==> src/rtl/alu_req_sequencer.sv <==
// alu_req_sequencer: round-robin front end that shares one ALU slice
// between requesters A and B, holds the ALU inputs for ALU_LAT cycles,
// captures the result and hands it back to the owner with valid/ready.
module alu_req_sequencer #(
   parameter int WIDTH   = 16,
   parameter int ALU_LAT = 1
) (
   input  logic             Clk,
   input  logic             Reset,
   input  logic             ReqA_Valid,
   input  logic [1:0]       ReqA_Op,
   input  logic [WIDTH-1:0] ReqA_X,
   input  logic [WIDTH-1:0] ReqA_Y,
   output logic             ReqA_Ready,
   input  logic             ReqB_Valid,
   input  logic [1:0]       ReqB_Op,
   input  logic [WIDTH-1:0] ReqB_X,
   input  logic [WIDTH-1:0] ReqB_Y,
   output logic             ReqB_Ready,
   output logic             RespA_Valid,
   input  logic             RespA_Ready,
   output logic             RespB_Valid,
   input  logic             RespB_Ready,
   output logic [WIDTH-1:0] Resp_Data,
   output logic [1:0]       Control,
   output logic [WIDTH-1:0] Operand_X,
   output logic [WIDTH-1:0] Operand_Y,
   input  logic [WIDTH-1:0] ALU_Result,
   output logic             Busy
);

   localparam int CNT_W = $clog2(ALU_LAT + 1);
   localparam logic [CNT_W-1:0] CNT_LAST = CNT_W'(ALU_LAT - 1);

   typedef enum logic [1:0] {
      IDLE = 2'd0,
      EXEC = 2'd1,
      RESP = 2'd2
   } state_t;

   state_t           state;
   state_t           state_next;
   logic             last_b;
   logic             owner_b;
   logic [CNT_W-1:0] cnt;
   logic             grant_a;
   logic             grant_b;

   // Round-robin pick: a lone requester always wins, a tie goes to whoever was not served last.
   always_comb begin
      grant_a = ReqA_Valid && (!ReqB_Valid || last_b);
      grant_b = ReqB_Valid && (!ReqA_Valid || !last_b);
   end

   // Next-state and handshake decode; Ready/Valid are suppressed while Reset is high so no transfer is ever lost.
   always_comb begin
      state_next  = state;
      ReqA_Ready  = 1'b0;
      ReqB_Ready  = 1'b0;
      RespA_Valid = 1'b0;
      RespB_Valid = 1'b0;
      case (state)
         IDLE: begin
            ReqA_Ready = grant_a && !Reset;
            ReqB_Ready = grant_b && !Reset;
            if (grant_a || grant_b) begin
               state_next = EXEC;
            end
         end
         EXEC: begin
            if (cnt == CNT_LAST) begin
               state_next = RESP;
            end
         end
         RESP: begin
            RespA_Valid = !owner_b && !Reset;
            RespB_Valid = owner_b && !Reset;
            if ((!owner_b && RespA_Ready) || (owner_b && RespB_Ready)) begin
               state_next = IDLE;
            end
         end
         default: begin
            state_next = IDLE;
         end
      endcase
   end

   // State register; synchronous reset abandons any operation in flight.
   always_ff @(posedge Clk) begin
      if (Reset) begin
         state <= IDLE;
      end else begin
         state <= state_next;
      end
   end

   // Request latch, owner/round-robin bookkeeping, settle counter and result capture.
   always_ff @(posedge Clk) begin
      if (Reset) begin
         last_b    <= 1'b1;
         owner_b   <= 1'b0;
         cnt       <= '0;
         Control   <= 2'b00;
         Operand_X <= '0;
         Operand_Y <= '0;
         Resp_Data <= '0;
      end else begin
         case (state)
            IDLE: begin
               if (grant_a) begin
                  Control   <= ReqA_Op;
                  Operand_X <= ReqA_X;
                  Operand_Y <= ReqA_Y;
                  owner_b   <= 1'b0;
                  last_b    <= 1'b0;
                  cnt       <= '0;
               end else if (grant_b) begin
                  Control   <= ReqB_Op;
                  Operand_X <= ReqB_X;
                  Operand_Y <= ReqB_Y;
                  owner_b   <= 1'b1;
                  last_b    <= 1'b1;
                  cnt       <= '0;
               end
            end
            EXEC: begin
               if (cnt == CNT_LAST) begin
                  Resp_Data <= ALU_Result;
               end else begin
                  cnt <= cnt + CNT_W'(1);
               end
            end
            default: begin
            end
         endcase
      end
   end

   // Busy mirrors "not idle" so upstream logic can see the ALU is claimed.
   always_comb begin
      Busy = (state != IDLE);
   end

endmodule

==> config.mk <==
export PLATFORM = sky130hd
export DESIGN_NAME = alu_req_sequencer
export DESIGN_NICKNAME = d
export VERILOG_FILES = /design/src/rtl/alu_req_sequencer.sv
export SDC_FILE = /design/constraint.sdc
export NUM_CORES = 1
export LEC_CHECK = 0
export BUFFER_PORTS_ARGS = -buffer_cell sky130_fd_sc_hd__buf_4
export CORE_MARGIN = 2
export CORE_UTILIZATION = 46
export CTS_BUF_LIST = sky130_fd_sc_hd__clkbuf_4
export CTS_CLUSTER_DIAMETER = 100
export CTS_CLUSTER_SIZE = 24
export DETAILED_ROUTE_END_ITERATION = 10
export PLACE_DENSITY = 0.83
export SLEW_MARGIN = 20
export SYNTH_ARGS = -nofsm -noshare
export SYNTH_HDL_FRONTEND = slang
export SYNTH_SLANG_ARGS = --single-unit
==> constraint.sdc <==
create_clock -name Clk -period 1.48 [get_ports Clk]
set_input_delay 0.222 -clock Clk [delete_from_list [all_inputs] [get_ports Clk]]
set_output_delay 0.222 -clock Clk [all_outputs]
set_load 0.05 [all_outputs]
==> summary.txt <==
Floorplanning
  – Die outline area: about 6300 sq um
  – Row cnt: 27
  – Die width: 79.31 um
  – Core area: about 5500 sq um
  – Vert. Die Dim: a little under 80 um
  – Starting Density: 0.4738
  – Ports: 145

Run
  – Max-capacitance violation count: 0

GRT
  – First-pass GRT wire length: approximately 12 mm
  – Initial antenna violation count: 0
  – Number of global-route vias before repair: roughly 2800
  – Tot GR Track Use: 0.2484
  – Largest net degree at the start of global routing: 36
  – Grt ovf: 0

Clock network
  – Clock-pin transition on the worst setup and hold timing paths: approximately 0.16 ns
  – CTS tree: yes
  – H-tree levels: 2
  – Clock Latency Late Sink: between 0.3 and 0.4 ns
  – CTS Sinks: 54
  – Clock Path Buffers: 2
  – CTS buffer count: 5
  – Clk root buf: clkbuf_4

Pwr
  – Leak: around 1.7 nW
  – Power Dens Cells: roughly 1100 nW/um^2
  – Max VDD drop: 604.1 uV

Worst setup path
  – Reg2Reg Setup Slack: -0.02 ns
  – Worst path required time: around 1.3 ns
  – Kind of critical path: register to output pin
  – Worst reg2reg path endpoint: Operand_Y[11]$_SDFFE_PP0P_
  – Peak per-stage delay on the critical path: around 0.37 ns
  – Type of destination of the critical path: output pin
  – Crit-path slowest cell: dfxtp_2
  – CP cell instances: nor2_4, inv_2, nor4_4, buf_6
  – Setup crit start kind: register
  – Worst Path Arrival: about 1.4 ns
  – Worst-path maximum fanout: 3
  – Cells on worst reg2reg path: 7
  – Worst r2r src: state[0]$_SDFFE_PP0P_

Cells and area
  – Layout net count: roughly 530
  – Non-filler instance count after layout: 510
  – Final Cell Area: 4006 sq um
  – Area growth syn-to-layout: 53.57%
  – Share of cells above drive strength 1: 0.4977
  – Antenna cells: 0

Logic synthesis
  – Synth warnings: 0
  – Yosys top cell by area: dfxtp_1
  – Cells after Synth: just under 300
  – Post-synthesis compound-gate area fraction: 0.3520
  – EDFF count, synth: 0
  – Adder-cell share of the synthesized area: 0
  – Post-synth ARST share: 0
  – XOR/XNOR Fraction of Synth Area: 0
  – Syn_nets: ~390
  – Most common cell in the netlist: dfxtp_1
  – Synth unique cells: 28
  – Combinational family with the most area after synthesis: compound AO/OA/AOI/OAI gates
  – Largest cells by area after synthesis: dfxtp_1, a311oi_2, a21oi_1, nand3_1, o21ai_0
  – Post-Syn Area: between 2000 and 3000 sq um
  – Post-synth top cells: dfxtp_1, a21oi_1, nand3_1
  – Register area share after synthesis: 0.4144
  – Synth Area in Simple Gates: 0.1588
  – Synth Flop Type: dfxtp_1
  – Top-area cell type share of the netlist area: 0.4144
  – Synth Register Bits: between 50 and 60
  – Post-synthesis mux area share: 0.003837
  – Mean Syn Cell Area: 8.784 sq um

STA
  – Final WS setup: -0.1169 ns
  – Worst-margin pin slew: slightly below 0.4 ns
  – Max-slew violation count: 0
  – RSZ-0062 raised after global routing: yes
  – Tmin final: roughly 1.6 ns
  – Fmax: between 600 and 700 MHz
  – Clock Skew: approximately 0.011 ns
  – Final Setup Violations: 7
  – Slew HR: 0.7357
  – Final Hold Viols: 0
  – Final period utilization: 1.079

Drt
  – Avg WL per Cell: 16.28 um
  – 1st-pass router iterations: 4
  – DRT antenna net count: 0
  – Routed wire length: 8.304 mm
  – DRC: 0
  – Via density: 5.645
  – Initial drt markers: 139
  – Via count: between 2000 and 3000

Outcome
  – Status: finished, violations left
  – Failing checks: negative setup slack

Hold path
  – Worst hold start: ALU_Result[4]
  – End of the worst hold path: Resp_Data[4]$_SDFFE_PP0N_
  – Hold path cells: 3
  – Worst Hold Class: input pin to register

Placement
  – IO Port Bufs: about 140
  – DP Cell Count: 494
  – Detail Placement HPWL: a little under 6 mm
  – GPL Wtd Cong: approximately 0.77
  – Placed Instance Area: ~3800 sq um
-- cell type report --
type | count | area (sq um)
Tap cell | 72 | 90.09
Clock buffer | 5 | 37.54
Fill cell | 414 | 1500
Multi-Input combinational cell | 207 | 1410
Inverter | 2 | 7.507
Sequential cell | 54 | 1087
Timing Repair Buffer | 167 | 1305
Clock inverter | 3 | 68.82
-- flip-flops by register name, indices dropped and copies added, names as in the netlist --
register	flops
Resp_Data	16
Operand_X	16
owner_b	1
Control	2
state	2
last_b	1
Operand_Y	16
-- what timing repair did --
action | 4_1_cts | 5_1_grt
hold buffers | 0 | 0
gates cloned | 0 | 1
pin swaps | 20 | 6
endpoints found under the setup margin | 5 | 40
setup buffers | 7 | 0
resized for setup | 14 | 5
-- routing by layer --
metal  track usage  vias up  share of wire
met4       0.06552        0         0.0084
met5             0        -              0
met2        0.4669      152           0.51
met1        0.2860     1346           0.40
met3       0.04659        7          0.078
li1              -     1374              -
-- cells by family (layout without fill, tap and decap cells) --
group	after synthesis	after routing
compound gates	121	121
simple gates	84	85
flops	54	54
buf+inv	37	177
mux	1	1
-- cells in the final DEF (no fill, tap or decap), types with 2 or more instances in the layout --
master / count
buf_6: 5
bufinv_16: 2
clkbuf_4: 5
dfxtp_1: 51
nor2b_1: 2
buf_12: 2
nand2b_1: 2
inv_2: 2
buf_4: 159
a311oi_2: 29
o21ai_0: 34
a311oi_1: 5
nor2_4: 2
a21oi_1: 52
dfxtp_2: 2
nand3_1: 34
and2_4: 2
nand2_1: 33
-- worst max-delay path, delay by kind of cell (launching register included) --
kind          cells  cell delay [ns]
flops             1             0.37
buf+inv           2             0.26
simple gates      2             0.36
-- metrics by stage --
stage	hold slack, ns	total power (W)	utilization	worst slack, ns	setup TNS [ns]
2_1_floorplan	0.3580	0.002862	-	-0.2015	-0.4375
3_3_place_gp	0.4421	0.003380	0.6862	0.09433	0
3_5_place_dp	0.4486	0.003417	0.6862	0.02797	0
4_1_cts	0.06359	0.004453	0.7230	-0.1235	-1.719
5_1_grt	0.05894	0.004659	0.7276	-0.1930	-1.961
6_report	0.07059	0.004479	0.7276	-0.1169	-0.4782
-- worst max path at each step --
stage	start	to	depth (start not counted)
after global placement	ReqA_Valid	Operand_X[2]$_SDFFE_PP0P_	4
after CTS	state[1]$_SDFFE_PP0P_	ReqA_Ready	4
after detailed placement	ReqA_Valid	Operand_Y[11]$_SDFFE_PP0P_	4
after floorplan	state[0]$_SDFFE_PP0P_	ReqA_Ready	3
after global routing	state[0]$_SDFFE_PP0P_	ReqA_Ready	4
final	state[0]$_SDFFE_PP0P_	ReqA_Ready	4
-- where the power goes --
part | internal [W] | total, W | switching [W]
Sequential | 0.00161 | 0.00171 | 0.0000969
Clock | 0.000529 | 0.00101 | 0.000479
Combinational | 0.000668 | 0.00176 | 0.00109
Note: power is estimated with default switching activity, not from simulation.
